File: src/rtl/bus_cmd_master_pkg.sv
// bus_cmd_master_pkg: bus field positions and the master FSM state encoding.
// The command parser's model imports this package so both use the same encoding.
package bus_cmd_master_pkg;

    // bus_in fields (master -> slaves)
    localparam int unsigned BUS_FIELD_CLK     = 0;
    localparam int unsigned BUS_FIELD_RESET_L = 1;
    localparam int unsigned BUS_ADDR_START    = 2;
    localparam int unsigned BUS_ADDR_END      = 33;
    localparam int unsigned BUS_WR_DATA_START = 34;
    localparam int unsigned BUS_WR_DATA_END   = 65;
    localparam int unsigned BUS_FIELD_RE      = 66;
    localparam int unsigned BUS_FIELD_WE      = 67;
    localparam int unsigned BUS_IN_WIDTH      = 68;

    // bus_out fields (OR of all slaves -> master)
    localparam int unsigned BUS_RD_DATA_START = 0;
    localparam int unsigned BUS_RD_DATA_END   = 31;
    localparam int unsigned BUS_FIELD_RD_ACK  = 32;
    localparam int unsigned BUS_FIELD_WR_ACK  = 33;
    localparam int unsigned BUS_FIELD_IRQ     = 34;
    localparam int unsigned BUS_OUT_WIDTH     = 35;

    typedef enum logic [1:0] {
        S_IDLE  = 2'd0,
        S_ISSUE = 2'd1,
        S_WAIT  = 2'd2,
        S_RESP  = 2'd3
    } bus_cmd_state_e;

    // Bus addresses are word addresses in byte units; the low two bits never reach the bus.
    function automatic logic [31:0] word_align(input logic [31:0] addr);
        return {addr[31:2], 2'b00};
    endfunction

endpackage

File: src/rtl/bus_watchdog.sv
// bus_watchdog: cycle counter for the bus_cmd_master ack timeout.
// clear zeroes the count, enable advances it, expired flags the TIMEOUT-th enabled cycle.
module bus_watchdog #(
    parameter int unsigned TIMEOUT = 255
) (
    input  logic bus_clk,
    input  logic bus_reset_l,
    input  logic clear,
    input  logic enable,
    output logic expired
);

    localparam int unsigned CW = $clog2(TIMEOUT + 1);
    localparam logic [CW-1:0] LAST = CW'(TIMEOUT - 1);

    logic [CW-1:0] count_q;

    // expired is combinational so the FSM leaves WAIT at the end of the TIMEOUT-th cycle
    assign expired = enable && (count_q == LAST);

    // Count enabled cycles; hold once expired so the count never wraps.
    always_ff @(posedge bus_clk or negedge bus_reset_l) begin
        if (!bus_reset_l) begin
            count_q <= '0;
        end else if (clear) begin
            count_q <= '0;
        end else if (enable && !expired) begin
            count_q <= count_q + CW'(1);
        end
    end

endmodule

File: src/rtl/bus_cmd_master.sv
// bus_cmd_master: single-outstanding bus master. Takes read/write commands over
// valid/ready, drives bus_in, waits for the matching ack on bus_out and returns
// a response. Optional ack timeout under `define BUS_CMD_MASTER_TIMEOUT_EN.
module bus_cmd_master
    import bus_cmd_master_pkg::*;
#(
    parameter int unsigned TIMEOUT = 255
) (
    input  logic                     bus_clk,
    input  logic                     bus_reset_l,
    input  logic                     cmd_valid,
    output logic                     cmd_ready,
    input  logic                     cmd_we,
    input  logic [31:0]              cmd_addr,
    input  logic [31:0]              cmd_wdata,
    output logic                     rsp_valid,
    input  logic                     rsp_ready,
    output logic [31:0]              rsp_rdata,
    output logic                     rsp_err,
    output logic [BUS_IN_WIDTH-1:0]  bus_in,
    input  logic [BUS_OUT_WIDTH-1:0] bus_out
);

    bus_cmd_state_e state_q;
    logic           we_q;
    logic [31:0]    addr_q;
    logic [31:0]    wdata_q;
    logic           re_strobe_q;
    logic           we_strobe_q;
    logic           cmd_ready_q;
    logic           rsp_valid_q;
    logic [31:0]    rsp_rdata_q;

    logic        rd_ack;
    logic        wr_ack;
    logic        ack_match;
    logic [31:0] rd_data;
    logic        unused_irq;

    assign rd_ack     = bus_out[BUS_FIELD_RD_ACK];
    assign wr_ack     = bus_out[BUS_FIELD_WR_ACK];
    assign rd_data    = bus_out[BUS_RD_DATA_END:BUS_RD_DATA_START];
    assign unused_irq = bus_out[BUS_FIELD_IRQ];
    // Only the ack that matches the outstanding command counts.
    assign ack_match  = we_q ? wr_ack : rd_ack;

`ifdef BUS_CMD_MASTER_TIMEOUT_EN
    logic wd_expired;
    logic err_q;

    bus_watchdog #(
        .TIMEOUT (TIMEOUT)
    ) u_watchdog (
        .bus_clk     (bus_clk),
        .bus_reset_l (bus_reset_l),
        .clear       (state_q == S_ISSUE),
        .enable      (state_q == S_WAIT),
        .expired     (wd_expired)
    );

    assign rsp_err = err_q;
`else
    localparam int unsigned UNUSED_TIMEOUT = TIMEOUT;

    assign rsp_err = 1'b0;
`endif

    assign cmd_ready = cmd_ready_q;
    assign rsp_valid = rsp_valid_q;
    assign rsp_rdata = rsp_rdata_q;

    // Command FSM with registered handshake outputs and bus strobes.
    always_ff @(posedge bus_clk or negedge bus_reset_l) begin
        if (!bus_reset_l) begin
            state_q     <= S_IDLE;
            we_q        <= 1'b0;
            addr_q      <= '0;
            wdata_q     <= '0;
            re_strobe_q <= 1'b0;
            we_strobe_q <= 1'b0;
            cmd_ready_q <= 1'b1;
            rsp_valid_q <= 1'b0;
            rsp_rdata_q <= '0;
`ifdef BUS_CMD_MASTER_TIMEOUT_EN
            err_q       <= 1'b0;
`endif
        end else begin
            unique case (state_q)
                S_IDLE: begin
                    if (cmd_valid && cmd_ready_q) begin
                        we_q        <= cmd_we;
                        addr_q      <= word_align(cmd_addr);
                        wdata_q     <= cmd_wdata;
                        re_strobe_q <= !cmd_we;
                        we_strobe_q <= cmd_we;
                        cmd_ready_q <= 1'b0;
                        state_q     <= S_ISSUE;
                    end
                end
                S_ISSUE: begin
                    // Strobes are single-cycle pulses; addr/wr_data stay put through WAIT.
                    re_strobe_q <= 1'b0;
                    we_strobe_q <= 1'b0;
                    state_q     <= S_WAIT;
                end
                S_WAIT: begin
                    if (ack_match) begin
                        rsp_rdata_q <= we_q ? 32'h0 : rd_data;
                        rsp_valid_q <= 1'b1;
`ifdef BUS_CMD_MASTER_TIMEOUT_EN
                        err_q       <= 1'b0;
`endif
                        state_q     <= S_RESP;
                    end
`ifdef BUS_CMD_MASTER_TIMEOUT_EN
                    else if (wd_expired) begin
                        rsp_rdata_q <= 32'h0;
                        rsp_valid_q <= 1'b1;
                        err_q       <= 1'b1;
                        state_q     <= S_RESP;
                    end
`endif
                end
                S_RESP: begin
                    if (rsp_ready) begin
                        rsp_valid_q <= 1'b0;
                        cmd_ready_q <= 1'b1;
                        state_q     <= S_IDLE;
                    end
                end
                default: state_q <= S_IDLE;
            endcase
        end
    end

    // Pack the bus_in vector; clock and reset are forwarded to the slaves unchanged.
    always_comb begin
        bus_in                                    = '0;
        bus_in[BUS_FIELD_CLK]                     = bus_clk;
        bus_in[BUS_FIELD_RESET_L]                 = bus_reset_l;
        bus_in[BUS_ADDR_END:BUS_ADDR_START]       = addr_q;
        bus_in[BUS_WR_DATA_END:BUS_WR_DATA_START] = wdata_q;
        bus_in[BUS_FIELD_RE]                      = re_strobe_q;
        bus_in[BUS_FIELD_WE]                      = we_strobe_q;
    end

endmodule

File: config.mk
export PLATFORM = sky130hd
export DESIGN_NAME = bus_cmd_master
export DESIGN_NICKNAME = d
export VERILOG_FILES = /design/src/rtl/bus_cmd_master_pkg.sv /design/src/rtl/bus_watchdog.sv /design/src/rtl/bus_cmd_master.sv
export SDC_FILE = /design/constraint.sdc
export NUM_CORES = 1
export LEC_CHECK = 0
export CAP_MARGIN = 20
export CORE_ASPECT_RATIO = 0.6
export CORE_MARGIN = 2
export CORE_UTILIZATION = 40
export CTS_BUF_LIST = sky130_fd_sc_hd__clkbuf_4 sky130_fd_sc_hd__clkbuf_8
export DETAILED_ROUTE_END_ITERATION = 12
export GPL_ROUTABILITY_DRIVEN = 0
export PLACE_DENSITY = 0.86
export SYNTH_ARGS = -nofsm -noshare
export SYNTH_HDL_FRONTEND = slang
export SYNTH_HIERARCHICAL = 1
export SYNTH_SLANG_ARGS = --single-unit
File: constraint.sdc
create_clock -name bus_clk -period 1.9 [get_ports bus_clk]
set_input_delay 0.57 -clock bus_clk [delete_from_list [all_inputs] [get_ports bus_clk]]
set_output_delay 0.57 -clock bus_clk [all_outputs]
set_load 0.02 [all_outputs]
# Word-level counts from Yosys, hierarchy flattened
# Index checks and enable logic that the tools add are counted.
[totals]
register_bits = 101
output_inout_bits = 103
inputBits = 104
wordCells = 43
[op_classes]
muxes = 16
reduce_logical = 12
n_eq_ne = 6
[op_table]
columns = ["cell", "n"]
rows = [
  ["32-bit two-way mux", 1],
  ["3-bit AND reduction", 3],
  ["1-bit case mux with 2 select lines", 4],
  ["2-bit case mux with 4 select lines", 1],
  ["1-bit two-way mux", 7],
  ["2-bit two-way mux", 3],
  ["2-bit != test, second input constant", 3],
  ["2-bit AND reduction", 3],
  ["2-bit nonzero test", 3],
  ["2-bit equality test, second input constant", 2],
  ["2-bit by 1-bit equality test with 1-bit output, second input constant", 1],
  ["2-bit logical NOT", 1],
  ["1-bit logical AND", 1],
  ["1-bit logical NOT", 1],
]

# Logic depth before layout (Yosys ltp)
[depth]
ltp_word = 3
ltp_mapped = 7
depth_no_buf = 5

==> out/metrics.yaml <==
status: "finished, final reports clean"
route.detailed.drc: 0
maxCapViolCount: 0
ys_seq_area_frac: 0.582
critical_path.max_fanout: 2
holdWs_ns: 0.318
required_ns: 1.33
cpPeakStageDelay_ns: 0.13
synth.avg_cell_area_sq_um: 15.4
path_depth: 3
timing.final.crit_share: 0.987
slowest_stage: "clkbuf_8"
synth.distinct_cells: 28
io-pin-count: 207
ff2ff_setup_slack_ns: 0.18
p_per_area_nw_per_um2: 1560
r2r_cells: 4
r2r-end: "state_q[1]$_DFFE_PN0P_"
power_frac_comb: 0.482
timing.critical_path.buf_inv: 3
skew_ns: 0.0127
max_slew.worst_pin.slew_ns: 0.767
max_slew_margin: 0.489
drv_slew: 0
hp-class: "input pin to async pin"
clkTransAtPathRegs_ns: 0.09
rsz0062_at_grt: "no"
drt_iter0_markers: 78
netlist.area_leader.share: 0.576
antenna_found_initial: 0
endpoint: "bus_in[0]"
grt_pass1_wl_mm: 17.2
worst_slack_ns: 0.0246
grt_use_total: 0.191
antennaDiodeCount: 0
crit_arrival_ns: 1.31
cp_common_cell: "clkbuf_8"
path_class: "clock port to output pin"
cts_resized: 101
synth-seq-cells: 101
r2r-start: "state_q[0]$_DFFE_PN0P_"
yosys.area.top_type: "dfrtp_1"
num_vias: 2974
hold_buffers: 0
netlist_instances: 282
overflow: 0
cts_tree: "done"
swShare: 0.384
io_buffers: 200
cpLargestDelayFamily: "buffers and inverters"
wl_per_cell_microns: 16.8
min_period_ns: 1.88
grt_pass1_vias: 3210
synth_area_sq_um: 4340
drt_wl_total_mm: 10.7
dp_slack_ns: -0.209
p_int_mw: 6.38
ir_worst_vdd_mv: 0.921
post-dp-hpwl_mm: 7.92
core-area_sq_um: 10600
multi_input_area_sq_um: 1630
rows: 29
p_leak_nw: 3.30
finalSetupViolations: 0
postCtsSetupBuffers: 0
start_kind: "clock port"
worstSetupEndpointType: "output pin"
routed_via_density: 4.68
clkLatencyLatePin_ns: 0.46
ant_nets: 0
p_seq_frac: 0.361
clock_power_share: 0.157
hold_viol: 0
layout_common_cells: "dfrtp_1 (100), clkdlybuf4s50_1 (100), dlygate4sd2_1 (97), mux2_1 (67), mux2_4 (30)"
seqCellArea_sq_um: 2530
die_width_microns: 139
synth_area_leaders: "dfrtp_1 (58%), mux2_1 (17%), mux2_4 (10%)"
ys_warn_count: 6
fill_cells: 820
worstSetupStartpoint: "bus_clk"
drtPass1Iterations: 4
fmax_mhz: 538
area_growth_syn_to_layout_pct: 52.4
die_area_sq_um: 11700
crit_chain: "clkbuf_8, clkbuf_8, buf_8"
drive_gt1_frac: 0.145
power_switching_mw: 3.97
initial_core_util: 0.411
nets: 602
grt_max_degree: 60
die_height_microns: 84.7
[Yosys cell counts (all sizes together)]
library cell  count
a22o              2
a21o              1
dfstp             1
inv               5
mux2             97
buf              18
mux2i             1
a222oi            1
dlygate4sd1       3
conb              1
a21bo             1
dfrtp           100
o21ai             2
o32a              1
nor3              1
nor2              2
and2b             3
nand2b            1
ha                6
nor2b            29
nand3             1
a21oi             2
nand2             3
[routing by layer]
layer  track usage  vias to the layer above  share of wire
li1              -                     1372              -
met1         0.233                     1474           0.43
met2         0.307                      110           0.48
met3        0.0821                       18          0.069
met4        0.0631                        0          0.016
met5             0                        -              0
[kinds of logic (layout without fill, tap and decap cells)]
logic type                 Yosys count  count (layout)  share of synthesized area
other                                1               3                   0.000863
and+or+nand+nor                     40              40                     0.0556
AOI/OAI and AO/OA                   10              10                     0.0173
buffers and inverters               26             239                     0.0470
muxes                               98              98                      0.280
adders and majority gates            6               6                     0.0173
DFF                                101             101                      0.582
[registers in the layout (all words and copies together), names as in the netlist]
name,cells
state_q,2
rsp_rdata,32
we_strobe_q,1
re_strobe_q,1
addr_q,30
rsp_valid,1
we_q,1
wdata_q,32
cmd_ready,1
[area by class of cell]
type / instances / area share
Clock buffer: 13 / 0.0272
Sequential cell: 101 / 0.382
Inverter: 5 / 0.00284
Timing Repair Buffer: 214 / 0.304
Tap cell: 139 / 0.0263
Clock inverter: 7 / 0.0110
Multi-Input combinational cell: 157 / 0.247
[worst min-delay path by stage]
stage,startpoint,end,slack (ns)
floorplan,bus_reset_l,addr_q[10]$_DFFE_PN0P_,0.27
global placement,re_strobe_q$_DFFE_PN0P_,re_strobe_q$_DFFE_PN0P_,0.47
detailed placement,addr_q[29]$_DFFE_PN0P_,addr_q[29]$_DFFE_PN0P_,0.48
CTS,bus_reset_l,rsp_rdata[28]$_DFFE_PN0P_,0.34
global route,bus_reset_l,addr_q[5]$_DFFE_PN0P_,0.36
finish,bus_reset_l,wdata_q[2]$_DFFE_PN0P_,0.32
[power groups by stage]
stage               Sequential (mW)  Combinational [mW]  Clock, mW
finish                         3.74                4.99       1.62
global route                   3.87                5.32       1.79
CTS                            3.74                5.07       1.68
detailed placement             3.81                5.76     0.0707
global placement               3.74                5.62     0.0707
floorplan                      4.98                1.85     0.0615
[through the flow]
stage | cell area [sq um] | cells | power, mW | setup TNS, ns | util
final | 6620 | 636 | 10.3 | 0 | 0.627
after global routing | 6620 | 636 | 11.0 | 0 | 0.627
after CTS | 6620 | 636 | 10.5 | 0 | 0.627
after detailed placement | 6500 | 617 | 9.64 | -6.72 | 0.616
after global placement | 6500 | 617 | 9.42 | -6.85 | 0.616
after floorplan | 4350 | 284 | 6.90 | 0 | -
Power figures use the tool's default switching activity.
